<file path="src/rtl/reservation_station_pkg.sv">
// Shared types for the ALU reservation station.
//   alu_ops    : ALU operation encoding (alu_add is 0, so an idle issue port reads as alu_add)
//   rob_tag_t  : reorder-buffer tag, TAG_BITS wide (ROB of 8 entries -> 3 bits)
//   rs_entry_t : one station slot (busy flag, op, operand values/tags/pending bits, dest tag)
package reservation_station_pkg;

    localparam int TAG_BITS = 3;

    typedef logic [TAG_BITS-1:0] rob_tag_t;

    typedef enum logic [2:0] {
        alu_add = 3'd0,
        alu_sll = 3'd1,
        alu_sra = 3'd2,
        alu_sub = 3'd3,
        alu_xor = 3'd4,
        alu_srl = 3'd5,
        alu_or  = 3'd6,
        alu_and = 3'd7
    } alu_ops;

    typedef struct packed {
        logic        busy;
        alu_ops      op;
        logic [31:0] vj;
        logic [31:0] vk;
        rob_tag_t    qj;
        rob_tag_t    qk;
        logic        qj_pend;
        logic        qk_pend;
        rob_tag_t    dest;
    } rs_entry_t;

endpackage

</file>
<file path="src/rtl/rs_priority_enc.sv">
// Lowest-set-bit priority encoder.
//   req   : request vector, bit 0 has highest priority
//   idx   : index of the lowest set bit (0 when none set)
//   found : at least one request bit is set
module rs_priority_enc #(
    parameter int n     = 4,
    parameter int idx_w = (n > 1) ? $clog2(n) : 1
) (
    input  logic [n-1:0]     req,
    output logic [idx_w-1:0] idx,
    output logic             found
);

    // Scanning downward lets the lowest set bit overwrite any higher one.
    always_comb begin
        idx   = '0;
        found = 1'b0;
        for (int i = n - 1; i >= 0; i--) begin
            if (req[i]) begin
                idx   = idx_w'(i);
                found = 1'b1;
            end
        end
    end

endmodule

</file>
<file path="src/rtl/reservation_station.sv">
// Out-of-order ALU reservation station. Holds dispatched ops until both
// operands are known, snoops the CDB for tagged results, and issues the
// lowest-index ready op to the ALU with a valid/ready handshake.
//   clk, rst (sync, active-low), flush (clears all slots)
//   dispatch : load_i, op_i, vj_i/vk_i, qj_i/qk_i, qj_valid_i/qk_valid_i, rob_tag_i, full_o
//   CDB      : cdb_valid_i, cdb_tag_i, cdb_val_i
//   issue    : alu_valid_o, alu_ready_i, alu_op_o, alu_a_o, alu_b_o, alu_tag_o
module reservation_station
    import reservation_station_pkg::*;
#(
    parameter int entries  = 4,
    parameter int tag_bits = TAG_BITS
) (
    input  logic                clk,
    input  logic                rst,
    input  logic                flush,
    input  logic                load_i,
    input  alu_ops              op_i,
    input  logic [31:0]         vj_i,
    input  logic [31:0]         vk_i,
    input  logic [tag_bits-1:0] qj_i,
    input  logic [tag_bits-1:0] qk_i,
    input  logic                qj_valid_i,
    input  logic                qk_valid_i,
    input  logic [tag_bits-1:0] rob_tag_i,
    output logic                full_o,
    input  logic                cdb_valid_i,
    input  logic [tag_bits-1:0] cdb_tag_i,
    input  logic [31:0]         cdb_val_i,
    output logic                alu_valid_o,
    input  logic                alu_ready_i,
    output alu_ops              alu_op_o,
    output logic [31:0]         alu_a_o,
    output logic [31:0]         alu_b_o,
    output logic [tag_bits-1:0] alu_tag_o
);

    localparam int IDX_W = (entries > 1) ? $clog2(entries) : 1;

    rs_entry_t          slots [entries];
    logic [entries-1:0] busy_vec;
    logic [entries-1:0] ready_vec;
    logic [IDX_W-1:0]   free_idx;
    logic [IDX_W-1:0]   rdy_idx;
    logic               free_found;
    logic               rdy_found;
    logic               dispatch;
    logic               issue;
    logic               bypass_j;
    logic               bypass_k;

    // Readiness looks only at registered pending bits, so a CDB capture
    // becomes issuable one cycle after the broadcast.
    always_comb begin
        busy_vec  = '0;
        ready_vec = '0;
        for (int i = 0; i < entries; i++) begin
            busy_vec[i]  = slots[i].busy;
            ready_vec[i] = slots[i].busy && !slots[i].qj_pend && !slots[i].qk_pend;
        end
    end

    rs_priority_enc #(.n(entries), .idx_w(IDX_W)) u_free_sel (
        .req   (~busy_vec),
        .idx   (free_idx),
        .found (free_found)
    );

    rs_priority_enc #(.n(entries), .idx_w(IDX_W)) u_ready_sel (
        .req   (ready_vec),
        .idx   (rdy_idx),
        .found (rdy_found)
    );

    // The free set is pre-edge state, so a slot issued this cycle is not
    // reusable until the next one and full_o stays high meanwhile.
    assign full_o      = &busy_vec;
    assign dispatch    = load_i && free_found && !flush;
    assign alu_valid_o = rdy_found && !flush;
    assign issue       = alu_valid_o && alu_ready_i;

    assign bypass_j = qj_valid_i && cdb_valid_i && (qj_i == cdb_tag_i);
    assign bypass_k = qk_valid_i && cdb_valid_i && (qk_i == cdb_tag_i);

    always_comb begin
        alu_op_o  = alu_add;
        alu_a_o   = '0;
        alu_b_o   = '0;
        alu_tag_o = '0;
        if (alu_valid_o) begin
            alu_op_o  = slots[rdy_idx].op;
            alu_a_o   = slots[rdy_idx].vj;
            alu_b_o   = slots[rdy_idx].vk;
            alu_tag_o = slots[rdy_idx].dest;
        end
    end

    // Only busy is reset; payload fields are meaningless while busy is low.
    // Issue, snoop and dispatch never target the same field of one slot:
    // dispatch only writes a slot that was free before this edge.
    always_ff @(posedge clk) begin
        if (!rst || flush) begin
            for (int i = 0; i < entries; i++) begin
                slots[i].busy <= 1'b0;
            end
        end else begin
            for (int i = 0; i < entries; i++) begin
                if (issue && rdy_idx == IDX_W'(i)) begin
                    slots[i].busy <= 1'b0;
                end
                if (slots[i].busy && cdb_valid_i) begin
                    if (slots[i].qj_pend && slots[i].qj == cdb_tag_i) begin
                        slots[i].vj      <= cdb_val_i;
                        slots[i].qj_pend <= 1'b0;
                    end
                    if (slots[i].qk_pend && slots[i].qk == cdb_tag_i) begin
                        slots[i].vk      <= cdb_val_i;
                        slots[i].qk_pend <= 1'b0;
                    end
                end
                if (dispatch && free_idx == IDX_W'(i)) begin
                    slots[i].busy    <= 1'b1;
                    slots[i].op      <= op_i;
                    slots[i].vj      <= bypass_j ? cdb_val_i : vj_i;
                    slots[i].vk      <= bypass_k ? cdb_val_i : vk_i;
                    slots[i].qj      <= rob_tag_t'(qj_i);
                    slots[i].qk      <= rob_tag_t'(qk_i);
                    slots[i].qj_pend <= qj_valid_i && !bypass_j;
                    slots[i].qk_pend <= qk_valid_i && !bypass_k;
                    slots[i].dest    <= rob_tag_t'(rob_tag_i);
                end
            end
        end
    end

endmodule

</file>
<file path="config.mk">
export PLATFORM = sky130hd
export DESIGN_NAME = reservation_station
export DESIGN_NICKNAME = d
export VERILOG_FILES = /design/src/rtl/reservation_station_pkg.sv /design/src/rtl/rs_priority_enc.sv /design/src/rtl/reservation_station.sv
export SDC_FILE = /design/constraint.sdc
export NUM_CORES = 1
export LEC_CHECK = 0
export CORE_MARGIN = 10
export CORE_UTILIZATION = 45
export DETAILED_ROUTE_END_ITERATION = 8
export PLACE_DENSITY = 0.76
export SLEW_MARGIN = 20
export SYNTH_ARGS = -nofsm -noshare
export SYNTH_HDL_FRONTEND = slang
export SYNTH_SLANG_ARGS = --single-unit
</file>
<file path="constraint.sdc">
create_clock -name clk -period 8.85 [get_ports clk]
set_clock_uncertainty 0.05 [all_clocks]
set_input_delay 0.885 -clock clk [delete_from_list [all_inputs] [get_ports clk]]
set_output_delay 0.885 -clock clk [all_outputs]
set_load 0.02 [all_outputs]
</file>
==> flow_summary.toml <==
[floorplan]
die_w_um = 211
dieArea_um2 = 44700
fp.dieH_um = 211
rows = 70
design.core.area_um2 = 36300
ios = 191
start_util = 0.454

[drt]
met2_length_mm = 22.5
wl_met3_mm = 3.14
drt_first_iter_violations = 756
via_per_inst = 5.99
routedLengthMet1_mm = 18.4
first_pass_iters = 5
vias = 10590
drc = 0
postRouteAntennaNets = 0
wl_per_cell_um = 25.6
top_layer = "met5"
finalWirelength_mm = 45.2

[layout]
final_net_count = 1396
syn_to_final_growth_pct = 20.2
largest_register_ffs = 316
fillers = 2873
reg.largest.list = "slots: 316 flops"
diodes = 0
fin_cells = 1767
drive_gt1_frac = 0.319
top_register = "slots"

[grt]
grt_use_total = 0.197
grt_first_pass_wirelength_mm = 68.0
grt_antenna_before_repair = 2
grt_pass1_vias = 11239
grt_overflow = 0
grt_max_degree = 76

[clocking]
cts_tree = "done"
cts_made_buffers = 34
postCtsSetupBuffers = 0
cts_root_buffer = "clkbuf_16"
ctsHtreeMaxLevel = 2
cts_max_path_buffers = 3
clk_pin_slew_ns = 0.06
cts_resized = 0
clock-sinks = 316
clk_latency_ns = 0.50
holdBufCountCts = 0

[yosys]
syn_nets = 1256
yosysMostFrequentCell = "edfxtp_1"
synth.top_cell.area_share = 0.575
synthTopCellsByCount = "edfxtp_1 (316), mux2_2 (133), mux2_4 (120)"
syn_area_um2 = 16500
synthCells = 1137
postSynth.asyncResetShare = 0
yosys_warnings = 0
synthFlopType = "edfxtp_1"
synth.avg_cell_area_um2 = 14.5
synth-seq-cells = 316
synth_largest_area_cell = "edfxtp_1"
synth_edf_count = 316
yosysUniqueCellTypes = 31
seq_area_frac_synth = 0.575
synth_area_leaders = "edfxtp_1 (58%), mux2_4 (11%), mux2_2 (9.1%), nor4bb_1 (4.2%), a31o_2 (3.7%)"

[critical_path]
arrival_ns = 3.98
rr_worst_depth = 6
worstPathRequired_ns = 7.92
end_kind = "output port"
worstReg2RegEnd = "slots[3][15]$_DFFE_PP_"
critPathMaxFanout = 72
reg2reg_slack_ns = 4.98
worstReg2RegStart = "slots[2][78]$_SDFFCE_PN0P_"
critPathKind = "flop to output port"
start_kind = "flop"

[placement]
dp_slack_ns = 4.39
dp_cells = 1709
post-dp-hpwl_mm = 26.9
port_buffers = 190
globalplace.congestion = 0.837

[worst_hold_path]
hold_depth = 3
holdPathEnd = "slots[0][78]$_SDFFCE_PN0P_"
min_from = "slots[0][4]$_DFFE_PP_"
hold_class = "flop to flop"

[sta]
maxSlewHeadroom = 0.251
rsz0062_at_grt = "no"
max_slew.worst_pin.slew_ns = 1.12
setup_viol = 0
fmax_ghz = 0.204
period_share = 0.555
post-route-min-period_ns = 4.91
finalHoldViolCount = 0
finalMaxSlewViolations = 0
setup-tns-final_ns = 0
finalWorstSetupSlack_ns = 3.94

[power]
ir_drop_uv = 118
p_leak_nw = 6.75
power_density_nw_per_um2 = 172

[outcome]
outcome = "finished clean"

[run]
drv_cap = 0
[through the flow]
stage / instance area, um2 / power, mW / util / hold slack, ns
global route: 19800 / 3.52 / 0.546 / 0.882
detailed placement: 18700 / 2.04 / 0.516 / 0.820
global placement: 18700 / 2.03 / 0.516 / 0.778
floorplan: 16500 / 1.89 / - / 0.642
CTS: 19800 / 3.43 / 0.546 / 0.836
finish: 19800 / 3.41 / 0.546 / 0.862
[logic make-up (layout without fill, tap and decap cells)]
group,after synthesis,count (layout),share of synthesized area
AO/OA/AOI/OAI,220,220,0.0936
XOR/XNOR,30,30,0.0159
buffers and inverters,115,277,0.0348
flip-flops,316,316,0.575
multiplexers,256,256,0.202
AND/OR/NAND/NOR,200,200,0.0785
[layout by cell type, fill, tap and decap left out, types with 20 or more instances in the layout]
master and count:
a22oi_1 70, clkbuf_16 37, a31o_2 70, nor4bb_1 70
edfxtp_1 316, buf_4 20, mux2_2 133, nand2_1 77
a21oi_1 70, clkdlybuf4s50_1 190, xnor2_1 24, mux2_4 120
[layout make-up]
class	count	area (um2)	area share
tap	468	586	0.0295
multi-input combinational	706	6580	0.332
clock buffer	39	933	0.0471
sequential	316	9490	0.478
inverter	9	33.8	0.00170
timing repair buffer	210	2050	0.103
clock inverter	19	159	0.00801
[worst max path at each step]
stage | from | to | slack, ns | cells after the start
6_report | slots[2][3]$_DFFE_PP_ | alu_a_o[3] | 3.94 | 6
5_1_grt | slots[2][3]$_DFFE_PP_ | alu_a_o[3] | 3.76 | 6
3_3_place_gp | flush | slots[1][43]$_DFFE_PP_ | 4.44 | 7
4_1_cts | slots[2][3]$_DFFE_PP_ | alu_a_o[17] | 3.98 | 6
2_1_floorplan | cdb_tag_i[1] | slots[2][43]$_DFFE_PP_ | 4.60 | 4
3_5_place_dp | flush | slots[1][43]$_DFFE_PP_ | 4.39 | 7
[report_power, final]
group	internal [mW]	switching [mW]
Sequential	1.67	0.00571
Combinational	0.171	0.165
Clock	0.838	0.561
Total	2.68	0.733
[critical path, cell delays in order (launching register included)]
cell             delay (ns)
edfxtp_1               0.35
buf_4                  0.73
or3b_4                 0.98
a31o_2                 0.27
a22oi_1                0.06
a21oi_1                0.29
clkdlybuf4s50_1        0.67
[layer usage]
metal	vias up	GRT usage
li1	4741	-
met4	4	0.0573
met2	405	0.336
met3	82	0.0392
met1	5358	0.248
met5	-	0
(Power assumes the default switching activity.)
